**src/rtl/div_seq_if.sv**
```systemverilog
// Signal bundle between div_seq, its upstream producer, the divider it feeds
// and the downstream result consumer.
interface div_seq_if;
    logic        in_valid;
    logic        in_ready;
    logic [15:0] dividend;
    logic [15:0] divisor;
    logic        div_start;
    logic [15:0] div_data;
    logic        div_stop;
    logic [15:0] div_q;
    logic [15:0] div_rem;
    logic        out_valid;
    logic        out_ready;
    logic [15:0] quotient;
    logic [15:0] remainder;
    logic        dz;
    logic        timeout;

    modport slave (
        input  in_valid, dividend, divisor, div_stop, div_q, div_rem, out_ready,
        output in_ready, div_start, div_data, out_valid, quotient, remainder, dz, timeout
    );

    modport master (
        output in_valid, dividend, divisor, div_stop, div_q, div_rem, out_ready,
        input  in_ready, div_start, div_data, out_valid, quotient, remainder, dz, timeout
    );
endinterface

```
**src/rtl/div_seq.sv**
```systemverilog
// Operand sequencer and result capture for a repeated-subtraction divider:
// serialises an operand pair onto the shared bus, waits for stop, returns the result.
module div_seq #(
    parameter int TIMEOUT_CYCLES = 70000,
    parameter int CNT_W          = 17
) (
    input  logic      clk,
    input  logic      rst_n,
    div_seq_if.slave  bus
);

    typedef enum logic [2:0] {
        IDLE,
        START,
        LOAD_A,
        LOAD_B,
        WAIT,
        DONE
    } state_t;

    state_t             state;
    state_t             state_nxt;
    logic [15:0]        a_lat;
    logic [15:0]        b_lat;
    logic [15:0]        q_r;
    logic [15:0]        r_r;
    logic               dz_r;
    logic               to_r;
    logic [CNT_W-1:0]   cnt;
    logic               zero_div;
    logic               cnt_end;

    assign zero_div = (bus.divisor == 16'd0);
    assign cnt_end  = (cnt == CNT_W'(TIMEOUT_CYCLES - 1));

    always_ff @(posedge clk or negedge rst_n) begin
        if (!rst_n) begin
            state <= IDLE;
        end else begin
            state <= state_nxt;
        end
    end

    always_comb begin
        state_nxt = state;
        case (state)
            IDLE:    if (bus.in_valid) state_nxt = zero_div ? DONE : START;
            START:   state_nxt = LOAD_A;
            LOAD_A:  state_nxt = LOAD_B;
            LOAD_B:  state_nxt = WAIT;
            // stop has priority over the watchdog when both land on the same edge
            WAIT:    if (bus.div_stop || cnt_end) state_nxt = DONE;
            DONE:    if (bus.out_ready) state_nxt = IDLE;
            default: state_nxt = IDLE;
        endcase
    end

    always_ff @(posedge clk or negedge rst_n) begin
        if (!rst_n) begin
            a_lat <= 16'd0;
            b_lat <= 16'd0;
            q_r   <= 16'd0;
            r_r   <= 16'd0;
            dz_r  <= 1'b0;
            to_r  <= 1'b0;
            cnt   <= '0;
        end else begin
            case (state)
                IDLE: begin
                    if (bus.in_valid) begin
                        a_lat <= bus.dividend;
                        b_lat <= bus.divisor;
                        // divide-by-zero never reaches the divider: it would never stop
                        if (zero_div) begin
                            q_r  <= 16'hFFFF;
                            r_r  <= bus.dividend;
                            dz_r <= 1'b1;
                            to_r <= 1'b0;
                        end
                    end
                end
                LOAD_B: cnt <= '0;
                WAIT: begin
                    cnt <= cnt + CNT_W'(1);
                    if (bus.div_stop) begin
                        q_r  <= bus.div_q;
                        r_r  <= bus.div_rem;
                        dz_r <= 1'b0;
                        to_r <= 1'b0;
                    end else if (cnt_end) begin
                        q_r  <= 16'd0;
                        r_r  <= 16'd0;
                        dz_r <= 1'b0;
                        to_r <= 1'b1;
                    end
                end
                default: ;
            endcase
        end
    end

    assign bus.in_ready  = (state == IDLE);
    assign bus.div_start = (state == START);
    assign bus.div_data  = (state == LOAD_A) ? a_lat :
                           (state == LOAD_B) ? b_lat : 16'd0;
    assign bus.out_valid = (state == DONE);
    assign bus.quotient  = q_r;
    assign bus.remainder = r_r;
    assign bus.dz        = dz_r;
    assign bus.timeout   = to_r;

endmodule

```
**src/flat_wrapper.sv**
```systemverilog
// flat-port wrapper written by rule: the top's interface ports become plain ports
module div_seq_flat 
#(
    parameter int TIMEOUT_CYCLES = 70000,
    parameter int CNT_W          = 17
)
  (clk, rst_n, bus_in_valid, bus_dividend, bus_divisor, bus_div_stop, bus_div_q, bus_div_rem, bus_out_ready, bus_in_ready, bus_div_start, bus_div_data, bus_out_valid, bus_quotient, bus_remainder, bus_dz, bus_timeout);
  div_seq_if bus_i ();
  input  logic clk;
  input  logic rst_n;
  input wire logic [$bits(bus_i.in_valid)-1:0] bus_in_valid;
  input wire logic [$bits(bus_i.dividend)-1:0] bus_dividend;
  input wire logic [$bits(bus_i.divisor)-1:0] bus_divisor;
  input wire logic [$bits(bus_i.div_stop)-1:0] bus_div_stop;
  input wire logic [$bits(bus_i.div_q)-1:0] bus_div_q;
  input wire logic [$bits(bus_i.div_rem)-1:0] bus_div_rem;
  input wire logic [$bits(bus_i.out_ready)-1:0] bus_out_ready;
  output wire logic [$bits(bus_i.in_ready)-1:0] bus_in_ready;
  output wire logic [$bits(bus_i.div_start)-1:0] bus_div_start;
  output wire logic [$bits(bus_i.div_data)-1:0] bus_div_data;
  output wire logic [$bits(bus_i.out_valid)-1:0] bus_out_valid;
  output wire logic [$bits(bus_i.quotient)-1:0] bus_quotient;
  output wire logic [$bits(bus_i.remainder)-1:0] bus_remainder;
  output wire logic [$bits(bus_i.dz)-1:0] bus_dz;
  output wire logic [$bits(bus_i.timeout)-1:0] bus_timeout;
  assign bus_i.in_valid = bus_in_valid;
  assign bus_i.dividend = bus_dividend;
  assign bus_i.divisor = bus_divisor;
  assign bus_i.div_stop = bus_div_stop;
  assign bus_i.div_q = bus_div_q;
  assign bus_i.div_rem = bus_div_rem;
  assign bus_i.out_ready = bus_out_ready;
  assign bus_in_ready = bus_i.in_ready;
  assign bus_div_start = bus_i.div_start;
  assign bus_div_data = bus_i.div_data;
  assign bus_out_valid = bus_i.out_valid;
  assign bus_quotient = bus_i.quotient;
  assign bus_remainder = bus_i.remainder;
  assign bus_dz = bus_i.dz;
  assign bus_timeout = bus_i.timeout;
  div_seq #(.TIMEOUT_CYCLES(TIMEOUT_CYCLES), .CNT_W(CNT_W)) u_core (.clk(clk), .rst_n(rst_n), .bus(bus_i));
endmodule
```
**config.mk**
```make
export PLATFORM = sky130hd
export DESIGN_NAME = div_seq_flat
export DESIGN_NICKNAME = d
export VERILOG_FILES = /design/src/rtl/div_seq_if.sv /design/src/rtl/div_seq.sv /design/src/flat_wrapper.sv
export SDC_FILE = /design/constraint.sdc
export NUM_CORES = 1
export LEC_CHECK = 0
export BUFFER_PORTS_ARGS = -buffer_cell sky130_fd_sc_hd__buf_2
export CORE_AREA = 3 3 114 72
export CTS_CLUSTER_SIZE = 30
export DETAILED_ROUTE_END_ITERATION = 10
export DIE_AREA = 0 0 117 75
export GPL_TIMING_DRIVEN = 0
export PLACE_DENSITY = 0.8
export SLEW_MARGIN = 20
export SYNTH_ARGS = -nofsm -noshare
export SYNTH_HDL_FRONTEND = slang
export SYNTH_SLANG_ARGS = --single-unit
```
**constraint.sdc**
```tcl
create_clock -name clk -period 4.2 [get_ports clk]
set_clock_uncertainty 0.15 [all_clocks]
set_input_delay 0.63 -clock clk [delete_from_list [all_inputs] [get_ports clk]]
set_output_delay 0.63 -clock clk [all_outputs]
set_load 0.1 [all_outputs]
```
==> flow_summary_export.csv <==
group,metric,value,unit
run_status,status,"completed",
worst_setup_path,timing.rr.end,"u_core.bus.quotient[10]",
final_layout,multiInputGateArea,1670,um^2
final_layout,final_nets,547,
synthesis,synth_edf_count,0,
global_routing,grtUsageTotal,0.252,
synthesis,synth.area.top_cells,"dfrtp_1, mux2_2, nand2_1",
final_layout,regArea,2150,um^2
drt,wl_per_cell,19.0,um
floorplanning,die_x,117,um
placed_design,place_ws,0.859,ns
floorplanning,core_region_area,7210,um^2
worst_setup_path,rr_startpoint,"u_core.state[0]",
placed_design,port-buffer-count,120,
worst_setup_path,r2r_slack,1.29,ns
synthesis,async_reset_ff_frac,1.00,
sta,hold-worst-slack,0.178,ns
synthesis,yosysSeqAreaShare,0.548,
synthesis,yosysWarnings,0,
synthesis,synth_commonest_cells,"dfrtp_1, nand2_1, mux2_2",
sta,period_share,0.883,
floorplanning,io-pin-count,122,
drt,antenna_left,0,
clocking,root_buffer,"clkbuf_16",
sta,tightest_slew,1.02,ns
drt,vias_per_cell,6.06,
worst_setup_path,critPathRequiredTime,3.42,ns
synthesis,synth-main-ff-cell,"dfrtp_1",
drt,drc_errors,0,
clocking,cts_tree,"yes",
final_layout,n_antenna_cell,0,
synthesis,synth_most_common_cell,"dfrtp_1",
sta,timing.setup.tns,0,ns
clocking,clock_sinks,86,
run,maxCapViolations,0,
worst_setup_path,setup.worst_path.start,"u_core.state[1]",
final_layout,fillers,541,
sta,drv_slew,0,
final_layout,syn_to_final_growth,26.9,%
clocking,cts.clk_slew.worst_paths,0.06,ns
sta,rsz0062_at_grt,"false",
drt,vias,3473,
worst_setup_path,cp_max_fo,10,
synthesis,yosys_register_bits,86,
sta,layout_setup_ws,0.490,ns
sta,max-slew-margin-rel,0.316,
clocking,ctsResizeCount,0,
sta,layout_min_cycle_time,3.71,ns
synthesis,yosysTopAreaCellShare,0.548,
clocking,cts_buffer_depth,2,
synthesis,syn_area,3930,um^2
worst_setup_path,start_kind,"flip-flop",
clocking,cts_inserted_buffers,9,
floorplanning,dieArea,8780,um^2
global_routing,antenna_found_initial,0,
worst_setup_path,crit_type,"flip-flop to output port",
sta,setup_violations,0,
synthesis,yosysUniqueCellTypes,42,
sta,hold_violations,0,
global_routing,overflow,0,
worst_setup_path,cp-end-kind,"output port",
worst_setup_path,worstPathArrival,2.93,ns
clocking,cts_setup_buffers,0,
worst_setup_path,ff2ff_path_depth,7,
placed_design,gp_congestion,0.832,
final_layout,layout-drive-gt1-share,0.359,
global_routing,grt_pass1_wl,16700,um
clocking,cts_hold_buf,0,
synthesis,syn_avg_cell_area,11.4,um^2
synthesis,synthesis.instances,345,
synthesis,yosysTopAreaCell,"dfrtp_1",
min_path,hold_path_class,"input port to async pin",
drt,wl,10900,um
placed_design,dp_hpwl,8050,um
drt,drt-pass1-iter-count,5,
global_routing,grt_max_degree,53,
drt,drtIter0Drc,293,
synthesis,synth_nets,415,
floorplanning,num_rows,24,
sta,fmax,0.270,GHz
clocking,htreeDepth,3,
floorplanning,start_util,0.545,
floorplanning,die_height,75,um
global_routing,grt_pass1_vias,3268,
clocking,clkLatencyLatePin,0.34,ns
[final cells by class]
class                      count  share of cell area
clock buffer                  10              0.0459
timing repair buffer         121               0.125
inverter                       4             0.00301
sequential                    86               0.431
buffer                        23              0.0188
clock inverter                 6              0.0186
multi-input combinational    232               0.335
tap                           91              0.0228
[stage by stage]
step | util | cells | instance area (um^2)
after CTS | 0.692 | 573 | 4990
after global routing | 0.692 | 573 | 4990
final | 0.692 | 573 | 4990
after floorplan | - | 345 | 3930
after global placement | 0.644 | 556 | 4640
after detailed placement | 0.648 | 557 | 4670
[critical path, cell delays in order, from the launching register on]
cell and delay (ns):
dfrtp_1 0.34, clkbuf_1 0.31, nor3b_1 0.88, clkbuf_1 0.43
a22o_1 0.21, buf_2 0.42
[registers in the layout (all words and copies together) (netlist names)]
register,cells
u_core.a_lat,16
u_core.b_lat,16
u_core.bus.dz,1
u_core.bus.quotient,16
u_core.bus.remainder,16
u_core.bus.timeout,1
u_core.cnt,17
u_core.state,3
[how the worst max path moves through the flow]
stage | end | slack [ns] | cells past startpoint
detailed placement | bus_div_data[11] | 0.86 | 5
CTS | bus_div_data[12] | 0.51 | 5
finish | bus_div_data[12] | 0.49 | 5
global route | bus_div_data[12] | 0.29 | 5
global placement | bus_div_data[11] | 0.90 | 5
floorplan | u_core.a_lat[0] | 0.05 | 6
[cell families (layout without fill, tap and decap cells)]
family / Yosys count / after routing / synth area share
AOI/OAI and AO/OA: 93 / 93 / 0.187
adders and majority gates: 1 / 1 / 0.00318
buffers and inverters: 27 / 164 / 0.0277
DFF: 86 / 86 / 0.548
muxes: 39 / 39 / 0.110
and+or+nand+nor: 99 / 99 / 0.125
[per-layer routing]
metal  global-route usage  up-vias  wire length, um
met2                0.384      204             4800
met1                0.353     1697             4940
met3               0.0803       11             1050
li1                     -     1561                -
met4               0.0662        0               95
met5                    0        -                0
[cell usage in the layout (no fill, tap or decap), types with 14 or more instances in the layout]
master	count
a221o_1	16
dfrtp_1	86
nand3_1	14
o21ai_0	29
a22o_1	17
nand2_1	46
buf_2	119
mux2_2	32
a2bb2oi_1	15
clkbuf_1	21
Power is not shown: default switching activity piles up to over one toggle a cycle in this logic, so the estimate is an artifact.
